## config.mk

```make
export PLATFORM = sky130hd
export DESIGN_NAME = fc_layer_controller_flat
export DESIGN_NICKNAME = d
export VERILOG_FILES = /design/src/rtl/fc_layer_controller_if.sv /design/src/rtl/fc_layer_controller.sv /design/src/flat_wrapper.sv
export SDC_FILE = /design/constraint.sdc
export NUM_CORES = 1
export LEC_CHECK = 0
export BUFFER_PORTS_ARGS = -buffer_cell sky130_fd_sc_hd__buf_2
export CAP_MARGIN = 10
export CORE_ASPECT_RATIO = 2
export CORE_MARGIN = 1.5
export CORE_UTILIZATION = 61
export CTS_CLUSTER_DIAMETER = 60
export DETAILED_ROUTE_END_ITERATION = 7
export PLACE_DENSITY = 0.79
export SKIP_CTS_REPAIR_TIMING = 1
export SLEW_MARGIN = 20
export SYNTH_ARGS = -nofsm -noshare
export SYNTH_HDL_FRONTEND = slang
export SYNTH_SLANG_ARGS = --single-unit
```

## constraint.sdc

```tcl
create_clock -name clk -period 7 [get_ports clk]
set_clock_uncertainty 0.05 [all_clocks]
set_input_delay 1.05 -clock clk [delete_from_list [all_inputs] [get_ports clk]]
set_output_delay 1.05 -clock clk [all_outputs]
set_load 0.01 [all_outputs]
```

## src/rtl/fc_layer_controller_if.sv

```systemverilog
// ---------------------------------------------------------------------------
// fc_layer_controller_if
// Purpose : groups the layer-scheduler handshake, the memory read bus
//           (input buffer / weight ROM / bias ROM) and the result stream of
//           the fully connected layer sequencer.
// Signals :
//   start            scheduler -> ctrl   one-cycle layer request
//   busy, FC_done    ctrl -> scheduler   layer in progress / completion pulse
//   mem_en           ctrl -> memories    read enable for all three memories
//   in_addr, w_addr, b_addr              memory read addresses
//   in_data, w_data, b_data              signed read data, valid one cycle
//                                        after mem_en
//   out_valid, out_addr, out_data        result stream towards next layer
//   out_ready        next layer -> ctrl  result accepted
// Modports: master = controller side, slave = environment side.
// ---------------------------------------------------------------------------
interface fc_layer_controller_if #(
  parameter int unsigned DATA_WIDTH  = 12,
  parameter int unsigned INPUT_SIZE  = 400,
  parameter int unsigned OUTPUT_SIZE = 120
);
  localparam int unsigned IN_AW  = (INPUT_SIZE > 1) ? $clog2(INPUT_SIZE) : 1;
  localparam int unsigned W_AW   = (INPUT_SIZE * OUTPUT_SIZE > 1) ?
                                   $clog2(INPUT_SIZE * OUTPUT_SIZE) : 1;
  localparam int unsigned OUT_AW = (OUTPUT_SIZE > 1) ? $clog2(OUTPUT_SIZE) : 1;

  logic                         start;
  logic                         busy;
  logic                         FC_done;

  logic                         mem_en;
  logic [IN_AW-1:0]             in_addr;
  logic [W_AW-1:0]              w_addr;
  logic [OUT_AW-1:0]            b_addr;
  logic signed [DATA_WIDTH-1:0] in_data;
  logic signed [DATA_WIDTH-1:0] w_data;
  logic signed [DATA_WIDTH-1:0] b_data;

  logic                         out_valid;
  logic                         out_ready;
  logic [OUT_AW-1:0]            out_addr;
  logic signed [DATA_WIDTH-1:0] out_data;

  modport master (
    input  start, in_data, w_data, b_data, out_ready,
    output busy, FC_done, mem_en, in_addr, w_addr, b_addr,
           out_valid, out_addr, out_data
  );

  modport slave (
    output start, in_data, w_data, b_data, out_ready,
    input  busy, FC_done, mem_en, in_addr, w_addr, b_addr,
           out_valid, out_addr, out_data
  );
endinterface

```

## src/rtl/fc_layer_controller.sv

```systemverilog
// ---------------------------------------------------------------------------
// fc_layer_controller
// Purpose : sequencer for the LeNet-5 fully connected stage. For each of
//           OUTPUT_SIZE neurons it reads the bias, then INPUT_SIZE
//           input/weight pairs, accumulates bias<<<FRAC_BITS plus the signed
//           products, scales by >>>FRAC_BITS, saturates to DATA_WIDTH and
//           streams the result with a valid/ready handshake. FC_done pulses
//           once after the last result is accepted.
// Ports   :
//   clk    in  rising-edge clock
//   rst_n  in  asynchronous active-low reset
//   bus    fc_layer_controller_if.master (start/busy/FC_done, memory read
//          bus, result stream)
// Options : define FC_RELU_EN to clamp negative results to zero.
// ---------------------------------------------------------------------------
module fc_layer_controller #(
  parameter int unsigned DATA_WIDTH  = 12,
  parameter int unsigned INPUT_SIZE  = 400,
  parameter int unsigned OUTPUT_SIZE = 120,
  parameter int unsigned ACC_WIDTH   = 32,
  parameter int unsigned FRAC_BITS   = 6
) (
  input  logic                   clk,
  input  logic                   rst_n,
  fc_layer_controller_if.master  bus
);

  localparam int unsigned IN_AW  = (INPUT_SIZE > 1) ? $clog2(INPUT_SIZE) : 1;
  localparam int unsigned W_AW   = (INPUT_SIZE * OUTPUT_SIZE > 1) ?
                                   $clog2(INPUT_SIZE * OUTPUT_SIZE) : 1;
  localparam int unsigned OUT_AW = (OUTPUT_SIZE > 1) ? $clog2(OUTPUT_SIZE) : 1;
  localparam int unsigned PW     = 2 * DATA_WIDTH;

  localparam logic [IN_AW-1:0]  K_LAST    = IN_AW'(INPUT_SIZE - 1);
  localparam logic [OUT_AW-1:0] O_LAST    = OUT_AW'(OUTPUT_SIZE - 1);
  localparam logic [W_AW-1:0]   BASE_STEP = W_AW'(INPUT_SIZE);

  // Saturation bounds of the DATA_WIDTH signed output, at accumulator width
  localparam logic signed [ACC_WIDTH-1:0] SAT_MAX =
    {{(ACC_WIDTH - DATA_WIDTH + 1){1'b0}}, {(DATA_WIDTH - 1){1'b1}}};
  localparam logic signed [ACC_WIDTH-1:0] SAT_MIN =
    {{(ACC_WIDTH - DATA_WIDTH + 1){1'b1}}, {(DATA_WIDTH - 1){1'b0}}};

  typedef enum logic [2:0] {
    S_IDLE,
    S_BIAS,
    S_MAC,
    S_DRAIN,
    S_WRITE,
    S_DONE
  } state_t;

  // Registered state
  state_t                        r_state;
  logic [IN_AW-1:0]              r_k;
  logic [W_AW-1:0]               r_w_addr;
  logic [W_AW-1:0]               r_base;
  logic [OUT_AW-1:0]             r_o;
  logic signed [ACC_WIDTH-1:0]   r_acc;
  logic signed [DATA_WIDTH-1:0]  r_out_data;
  logic                          r_mem_en;
  logic                          r_out_valid;
  logic                          r_busy;
  logic                          r_fc_done;

  // Next-state values
  state_t                        w_state_nxt;
  logic [IN_AW-1:0]              w_k_nxt;
  logic [W_AW-1:0]               w_w_addr_nxt;
  logic [W_AW-1:0]               w_base_nxt;
  logic [OUT_AW-1:0]             w_o_nxt;
  logic signed [ACC_WIDTH-1:0]   w_acc_nxt;
  logic signed [DATA_WIDTH-1:0]  w_out_data_nxt;
  logic                          w_mem_en_nxt;
  logic                          w_out_valid_nxt;
  logic                          w_busy_nxt;
  logic                          w_fc_done_nxt;

  // Datapath
  logic signed [PW-1:0]          w_prod;
  logic signed [ACC_WIDTH-1:0]   w_prod_ext;
  logic signed [ACC_WIDTH-1:0]   w_bias_acc;
  logic signed [ACC_WIDTH-1:0]   w_acc_sum;
  logic signed [ACC_WIDTH-1:0]   w_shift;
  logic signed [DATA_WIDTH-1:0]  w_sat;
  logic signed [DATA_WIDTH-1:0]  w_result;

  // Signed MAC, scaling and saturation; operands are widened so the product
  // is computed at full precision
  always_comb begin
    w_prod     = $signed({{DATA_WIDTH{bus.in_data[DATA_WIDTH-1]}}, bus.in_data}) *
                 $signed({{DATA_WIDTH{bus.w_data[DATA_WIDTH-1]}}, bus.w_data});
    w_prod_ext = {{(ACC_WIDTH - PW){w_prod[PW-1]}}, w_prod};
    w_bias_acc = {{(ACC_WIDTH - DATA_WIDTH){bus.b_data[DATA_WIDTH-1]}}, bus.b_data}
                 <<< FRAC_BITS;
    w_acc_sum  = r_acc + w_prod_ext;
    w_shift    = w_acc_sum >>> FRAC_BITS;
    if (w_shift > SAT_MAX) begin
      w_sat = SAT_MAX[DATA_WIDTH-1:0];
    end else if (w_shift < SAT_MIN) begin
      w_sat = SAT_MIN[DATA_WIDTH-1:0];
    end else begin
      w_sat = w_shift[DATA_WIDTH-1:0];
    end
  end

`ifdef FC_RELU_EN
  // Rectified output: negative results become zero
  assign w_result = w_sat[DATA_WIDTH-1] ? '0 : w_sat;
`else
  assign w_result = w_sat;
`endif

  // Next-state and next-output logic
  always_comb begin
    w_state_nxt    = r_state;
    w_k_nxt        = r_k;
    w_w_addr_nxt   = r_w_addr;
    w_base_nxt     = r_base;
    w_o_nxt        = r_o;
    w_acc_nxt      = r_acc;
    w_out_data_nxt = r_out_data;

    case (r_state)
      S_IDLE: begin
        if (bus.start) begin
          w_state_nxt = S_BIAS;
          w_o_nxt     = '0;
          w_base_nxt  = '0;
        end
      end

      S_BIAS: begin
        w_state_nxt  = S_MAC;
        w_k_nxt      = '0;
        w_w_addr_nxt = r_base;
      end

      // Data returned this cycle belongs to the previous address: the bias
      // on k=0, product k-1 afterwards
      S_MAC: begin
        if (r_k == '0) begin
          w_acc_nxt = w_bias_acc;
        end else begin
          w_acc_nxt = w_acc_sum;
        end
        if (r_k == K_LAST) begin
          w_state_nxt = S_DRAIN;
        end else begin
          w_k_nxt      = r_k + IN_AW'(1);
          w_w_addr_nxt = r_w_addr + W_AW'(1);
        end
      end

      // Last product arrives here; result is taken straight from the sum
      S_DRAIN: begin
        w_acc_nxt      = w_acc_sum;
        w_out_data_nxt = w_result;
        w_state_nxt    = S_WRITE;
      end

      S_WRITE: begin
        if (bus.out_ready) begin
          w_base_nxt = r_base + BASE_STEP;
          if (r_o == O_LAST) begin
            w_state_nxt = S_DONE;
          end else begin
            w_o_nxt     = r_o + OUT_AW'(1);
            w_state_nxt = S_BIAS;
          end
        end
      end

      S_DONE: begin
        w_state_nxt = S_IDLE;
      end

      default: begin
        w_state_nxt = S_IDLE;
      end
    endcase

    // Control outputs are registered decodes of the upcoming state
    w_mem_en_nxt    = (w_state_nxt == S_BIAS) || (w_state_nxt == S_MAC);
    w_out_valid_nxt = (w_state_nxt == S_WRITE);
    w_busy_nxt      = (w_state_nxt != S_IDLE);
    w_fc_done_nxt   = (w_state_nxt == S_DONE);
  end

  // State and output registers
  always_ff @(posedge clk or negedge rst_n) begin
    if (!rst_n) begin
      r_state     <= S_IDLE;
      r_k         <= '0;
      r_w_addr    <= '0;
      r_base      <= '0;
      r_o         <= '0;
      r_acc       <= '0;
      r_out_data  <= '0;
      r_mem_en    <= 1'b0;
      r_out_valid <= 1'b0;
      r_busy      <= 1'b0;
      r_fc_done   <= 1'b0;
    end else begin
      r_state     <= w_state_nxt;
      r_k         <= w_k_nxt;
      r_w_addr    <= w_w_addr_nxt;
      r_base      <= w_base_nxt;
      r_o         <= w_o_nxt;
      r_acc       <= w_acc_nxt;
      r_out_data  <= w_out_data_nxt;
      r_mem_en    <= w_mem_en_nxt;
      r_out_valid <= w_out_valid_nxt;
      r_busy      <= w_busy_nxt;
      r_fc_done   <= w_fc_done_nxt;
    end
  end

  assign bus.mem_en    = r_mem_en;
  assign bus.in_addr   = r_k;
  assign bus.w_addr    = r_w_addr;
  assign bus.b_addr    = r_o;
  assign bus.out_valid = r_out_valid;
  assign bus.out_addr  = r_o;
  assign bus.out_data  = r_out_data;
  assign bus.busy      = r_busy;
  assign bus.FC_done   = r_fc_done;

endmodule

```

## src/flat_wrapper.sv

```systemverilog
// flat-port wrapper written by rule: the top's interface ports become plain ports
module fc_layer_controller_flat 
#(
  parameter int unsigned DATA_WIDTH  = 12,
  parameter int unsigned INPUT_SIZE  = 400,
  parameter int unsigned OUTPUT_SIZE = 120,
  parameter int unsigned ACC_WIDTH   = 32,
  parameter int unsigned FRAC_BITS   = 6
)
  (clk, rst_n, bus_start, bus_in_data, bus_w_data, bus_b_data, bus_out_ready, bus_busy, bus_FC_done, bus_mem_en, bus_in_addr, bus_w_addr, bus_b_addr, bus_out_valid, bus_out_addr, bus_out_data);
  fc_layer_controller_if #(.DATA_WIDTH(DATA_WIDTH), .INPUT_SIZE(INPUT_SIZE), .OUTPUT_SIZE(OUTPUT_SIZE)) bus_i ();
  input  logic clk;
  input  logic rst_n;
  input wire logic [$bits(bus_i.start)-1:0] bus_start;
  input wire logic [$bits(bus_i.in_data)-1:0] bus_in_data;
  input wire logic [$bits(bus_i.w_data)-1:0] bus_w_data;
  input wire logic [$bits(bus_i.b_data)-1:0] bus_b_data;
  input wire logic [$bits(bus_i.out_ready)-1:0] bus_out_ready;
  output wire logic [$bits(bus_i.busy)-1:0] bus_busy;
  output wire logic [$bits(bus_i.FC_done)-1:0] bus_FC_done;
  output wire logic [$bits(bus_i.mem_en)-1:0] bus_mem_en;
  output wire logic [$bits(bus_i.in_addr)-1:0] bus_in_addr;
  output wire logic [$bits(bus_i.w_addr)-1:0] bus_w_addr;
  output wire logic [$bits(bus_i.b_addr)-1:0] bus_b_addr;
  output wire logic [$bits(bus_i.out_valid)-1:0] bus_out_valid;
  output wire logic [$bits(bus_i.out_addr)-1:0] bus_out_addr;
  output wire logic [$bits(bus_i.out_data)-1:0] bus_out_data;
  assign bus_i.start = bus_start;
  assign bus_i.in_data = bus_in_data;
  assign bus_i.w_data = bus_w_data;
  assign bus_i.b_data = bus_b_data;
  assign bus_i.out_ready = bus_out_ready;
  assign bus_busy = bus_i.busy;
  assign bus_FC_done = bus_i.FC_done;
  assign bus_mem_en = bus_i.mem_en;
  assign bus_in_addr = bus_i.in_addr;
  assign bus_w_addr = bus_i.w_addr;
  assign bus_b_addr = bus_i.b_addr;
  assign bus_out_valid = bus_i.out_valid;
  assign bus_out_addr = bus_i.out_addr;
  assign bus_out_data = bus_i.out_data;
  fc_layer_controller #(.DATA_WIDTH(DATA_WIDTH), .INPUT_SIZE(INPUT_SIZE), .OUTPUT_SIZE(OUTPUT_SIZE), .ACC_WIDTH(ACC_WIDTH), .FRAC_BITS(FRAC_BITS)) u_core (.clk(clk), .rst_n(rst_n), .bus(bus_i));
endmodule
```

==> impl_metrics.tcl, run 1 <==
set metrics [dict create \
    dieArea_um2 21400 \
    wirelength_mm 38.91 \
    relSlewSlack_pct 39.55 \
    final_cell_mix "inv_1 (221), buf_4 (179), fa_1 (176), nand2_1 (137)" \
    synth-edff-count 0 \
    initial_core_util_pct 62.44 \
    grt_max_degree 67 \
    synth-async-reset-ratio_pct 100.0 \
    antenna_found_initial 0 \
    synth_area_per_cell_um2 9.184 \
    hpwlAfterDp_mm 28.76 \
    slew_violations 0 \
    first_iter_violations 695 \
    crit_path_start_kind "input pin" \
    drt-met1-wl_mm 12.13 \
    io_buffers 94 \
    drive_gt1_share_pct 29.53 \
    via_count 11000 \
    critPathKind "input pin to flop" \
    clock_path_buffers 2 \
    synth_top_area_cell "fa_1" \
    cts_buffers 9 \
    place_ws_ns -0.4998 \
    first_pass_iters 6 \
    cp-end-kind "flop" \
    ios 95 \
    area_growth_pct 27.11 \
    fmax_mhz 142.2 \
    finalHoldViolCount 0 \
    ys_top_cells_by_area "fa_1 (31%), dfrtp_1 (19%), ha_1 (8.8%)" \
    drc 0 \
    min_path_type "flop to flop" \
    worst_pin_slew_ns 0.9068 \
    fp.dieH_um 205.4 \
    grt_pass1_vias 11750 \
    num_rows 73 \
    h-tree-depth 3 \
    wire_per_inst_um 20.87 \
    ys.flop_type "dfrtp_1" \
    gp_congestion 1.016 \
    wl_met3_mm 1.824 \
    yosysUniqueCellTypes 70 \
    setup_viol 9 \
    ant_nets 0 \
    clk_latency_ns 0.36 \
    nets 1920 \
    synth-seq-area-share_pct 19.03 \
    wl_met2_mm 21.03 \
    synth-seq-cells 95 \
    floorplan.core_area_um2 20000 \
    mostFrequentLayoutCell "inv_1" \
    die_w_um 104.2 \
    clockRootBuffer "clkbuf_16" \
    synth.top_cell.area_share_pct 31.25 \
    cts_tree "yes" \
    syn_area_um2 12490 \
    required_ns 7.19 \
    antenna_cells 0 \
    cp.arrival_ns 7.23 \
    min_period_over_period_pct 100.5 \
    violations "setup timing" \
    cts.sink_count 95 \
    synth_warnings 0 \
    grt_pass1_wl_mm 56.81 \
    period_minus_slack_ns 7.035 \
    synth_fp_nets 1683 \
    grt-ovfl-total 0 \
    setup_ws_ns -0.03466 \
    critical_path_peak_fanout 9 \
    synth_cells 1360 \
    routed.top_layer "met4" \
    outcome "finished with violations" \
    path_clk_slew_ns 0.08 \
    maxCapViolCount 0 \
    viasPerCell 5.899 \
    grtUsageTotal_pct 34.38 \
]
critical path, stage by stage:
cell and delay, ns:
buf_6 0.11, and2_4 0.16, inv_2 0.04, fa_2 0.62, buf_12 0.16, buf_12 0.15
fa_1 0.49, fa_1 0.57, inv_1 0.07, fa_1 0.50, fa_1 0.59, ha_4 0.22
ha_4 0.27, nand4_1 0.28, buf_4 0.26, o21a_1 0.20, a211oi_2 0.23, o32ai_2 0.15
nor4_2 0.26, nand3_1 0.16, o31ai_4 0.39, clkbuf_16 0.22, o22ai_2 0.07
cell type report:
class	count	area, um^2
Multi-Input combinational cell	970	9823
Fill cell	1237	4126
Sequential cell	95	2377
Timing Repair Buffer	286	2148
Inverter	235	888.4
Tap cell	262	327.8
Clock buffer	9	225.2
Clock inverter	7	86.33
Yosys cell counts, types with 4 or more instances:
| master | count |
|---|---|
| and3_1 | 7 |
| nor2b_1 | 4 |
| and2_1 | 77 |
| dfrtp_1 | 95 |
| nand3_1 | 20 |
| nand2_1 | 143 |
| o21ai_1 | 9 |
| o22ai_1 | 5 |
| nor3_1 | 11 |
| a21o_1 | 9 |
| o211ai_1 | 6 |
| xnor2_1 | 29 |
| xor2_1 | 26 |
| a21oi_1 | 47 |
| nand2b_1 | 8 |
| nand4_1 | 14 |
| a31oi_1 | 16 |
| inv_1 | 235 |
| fa_1 | 195 |
| o22ai_2 | 11 |
| o21bai_1 | 7 |
| ha_1 | 88 |
| nor2_1 | 105 |
| o21a_1 | 9 |
| buf_4 | 7 |
| clkbuf_1 | 44 |
| o21ai_0 | 59 |
| a211oi_1 | 14 |
metrics by stage:
stage	cells	cell area [um^2]	TNS [ns]	hold WS, ns	utilization, %
2_1_floorplan	1360	12660	-1.854	0.3985	-
3_3_place_gp	1820	14410	-4.061	0.4132	72.02
3_5_place_dp	1820	14410	-6.159	0.4284	72.02
4_1_cts	1836	14720	-1.421	0.4455	73.58
5_1_grt	1864	15880	-2.359	0.4577	79.37
6_report	1864	15880	-0.1904	0.4451	79.37
flip-flops by register name, summed over array words and instances, names as in the netlist:
name                  count
u_core.r_base            12
u_core.bus.busy           1
u_core.bus.out_data      12
u_core.bus.b_addr         7
u_core.r_state            3
u_core.r_acc             32
u_core.bus.mem_en         1
u_core.bus.out_valid      1
u_core.bus.FC_done        1
u_core.bus.in_addr        9
u_core.bus.w_addr        16
final timing paths:
kind	startpoint	end	slack, ns	cells past startpoint
max	bus_w_data[1]	u_core.bus.out_data[6]	-0.03	23
min	u_core.r_acc[0]	u_core.r_acc[0]	0.45	2
min reg2reg	u_core.r_acc[0]	u_core.r_acc[0]	0.45	2
max reg2reg	u_core.r_acc[8]	u_core.bus.out_data[6]	1.23	21
max in group asynchronous	rst_n	u_core.bus.in_addr[5]	5.10	2
min in group asynchronous	rst_n	u_core.bus.b_addr[4]	0.58	1
cells by family after synthesis:
group | after synthesis | share of synthesized area [%]
and+or+nand+nor | 411 | 15.66
AOI/OAI and AO/OA | 217 | 11.62
DFF | 95 | 19.03
muxes | 1 | 0.08014
xor gates and xnor gates | 58 | 4.247
adders and majority gates | 283 | 40.07
buffers and inverters | 295 | 9.296
layer usage:
layer	GRT usage [%]	vias to the layer above
li1	-	4765
met1	33.29	5430
met2	66.60	538
met3	3.674	262
met4	24.55	0
met5	0	-
Power of run 1 is left out: the tool's default activity adds up to more than one toggle a clock period on the data nets, which glitch-free logic cannot reach.
==> run 2, diff against run 1 <==
Settings changed: CORE_MARGIN 1.5 to unset.
==> impl_metrics.tcl, run 2 (synthesis results as in run 1) <==
set metrics [dict create \
    num_rows 73 \
    io_buffers 94 \
    r2r_start "u_core.r_acc[16]" \
    critical_path_peak_fanout 6 \
    cp-end-kind "flop" \
    antenna_cells 0 \
    via_count 10790 \
    floorplan.core_area_um2 20000 \
    grt.busiest_layer "met2" \
    drive_gt1_share_pct 26.51 \
    required_ns 7.19 \
    initial_core_util_pct 62.44 \
    final_cell_mix "inv_1 (224), fa_1 (183), buf_4 (167), nand2_1 (136), nor2_1 (102)" \
    clock_path_buffers 2 \
    largest-register "u_core.r_acc" \
    clk_latency_ns 0.36 \
    reg2reg_setup_slack_ns 1.16 \
    setup_ws_ns -0.03953 \
    slew_violations 0 \
    antenna_found_initial 0 \
    hold_start "u_core.r_acc[0]" \
    min_period_over_period_pct 100.6 \
    worst_pin_slew_ns 0.8894 \
    cts_tree "yes" \
    h-tree-depth 3 \
    die_w_um 103.2 \
    rsz0062_at_grt "yes" \
    use_met2_pct 64.19 \
    crit_path_start_kind "input pin" \
    met1_usage_pct 35.14 \
    r2r-end "u_core.bus.out_data[6]" \
    grt_pass1_wl_mm 56.60 \
    setup_viol 6 \
    crit_chain "buf_6 -> and2_4 -> fa_2 -> inv_2 -> fa_2 -> fa_1 -> inv_2 -> fa_1 -> inv_2 -> fa_1 -> inv_2 -> ha_4 -> ha_4 -> nand2_2 -> or3_4 -> or4_4 -> o221ai_4 -> a31oi_4 -> xnor2_2 -> nor4_2 -> nand3_1 -> o31ai_4 -> clkbuf_16 -> o22ai_2" \
    cts.sink_count 95 \
    r2r_cells 21 \
    finalHoldViolCount 0 \
    grt_max_degree 67 \
    use_met3_pct 7.114 \
    drc 0 \
    clockRootBuffer "clkbuf_16" \
    critPathKind "input pin to flop" \
    grt_pass1_vias 11740 \
    ant_nets 0 \
    period_minus_slack_ns 7.040 \
    grt-ovfl-total 0 \
    first_pass_iters 4 \
    wirelength_mm 37.94 \
    mostFrequentLayoutCell "inv_1" \
    path_clk_slew_ns 0.08 \
    maxCapViolCount 0 \
    min_path_cells 2 \
    outcome "finished with violations" \
    relSlewSlack_pct 40.71 \
    dieArea_um2 21090 \
    worst_path_max_delay_cell "fa_2" \
    violations "setup timing" \
    hpwlAfterDp_mm 27.93 \
    viasPerCell 5.832 \
    min_path_type "flop to flop" \
    cpPeakStageDelay_ns 0.63 \
    ios 95 \
    cts_buffers 9 \
    tns_ns -0.1840 \
    first_iter_violations 563 \
    largest_reg_flops 32 \
    gp_congestion 1.005 \
    path_common_cell "inv_2" \
    fillers 1277 \
    hold_end "u_core.r_acc[0]" \
    fmax_mhz 142.1 \
    wire_per_inst_um 20.51 \
    fp.dieH_um 204.4 \
    cp.arrival_ns 7.23 \
    grtUsageTotal_pct 35.90 \
    area_growth_pct 25.26 \
    nets 1906 \
]
-- run 2: changes by cell type in the layout (fill, tap and decap cells not counted), sizes merged --
cell / delta
bufinv: +1
buf: -14
clkinvlp: +2
inv: -3
-- run 2: area by class of cell --
cell class / count / area [um^2] / area share [%]
Multi-Input combinational cell: 970 / 9644 / 61.64
Sequential cell: 95 / 2377 / 15.19
Timing Repair Buffer: 272 / 2063 / 13.19
Inverter: 235 / 894.6 / 5.718
Tap cell: 262 / 327.8 / 2.095
Clock buffer: 9 / 225.2 / 1.439
Clock inverter: 7 / 113.9 / 0.7277
-- run 2: routing by layer --
metal  share of wire [%]  wire length (um)
met5                   0                 0
met4                 9.5              3603
met3                 5.1              1924
met2                  53             20210
met1                  32             12200
-- run 2: metrics by stage --
stage / utilization, % / worst slack, ns / hold WS [ns] / instance area [um^2] / cells
detailed placement: 72.22 / -0.4395 / 0.4351 / 14450 / 1817
floorplan: - / -0.1964 / 0.3985 / 12660 / 1360
global route: 78.22 / -0.1969 / 0.4631 / 15650 / 1850
global placement: 72.22 / -0.3651 / 0.4171 / 14450 / 1817
CTS: 73.92 / -0.1199 / 0.4523 / 14790 / 1833
finish: 78.22 / -0.03953 / 0.4569 / 15650 / 1850
-- run 2: worst max-delay path, delay by kind of cell --
kind | cells | cell delay (ns)
xor gates and xnor gates | 1 | 0.16
buffers and inverters | 6 | 0.58
adders and majority gates | 7 | 3.31
AOI/OAI and AO/OA | 4 | 0.63
and+or+nand+nor | 6 | 1.50
-- run 2: worst max-delay path by stage --
stage                          startpoint                 endpoint
final                       bus_w_data[4]   u_core.bus.out_data[6]
after global routing        bus_w_data[9]   u_core.bus.out_data[6]
after CTS                 bus_in_data[11]   u_core.bus.out_data[2]
after detailed placement  bus_in_data[11]  u_core.bus.out_data[10]
after global placement    bus_in_data[11]  u_core.bus.out_data[10]
after floorplan             bus_w_data[1]  u_core.bus.out_data[10]
Power of run 2 is left out for the same reason.
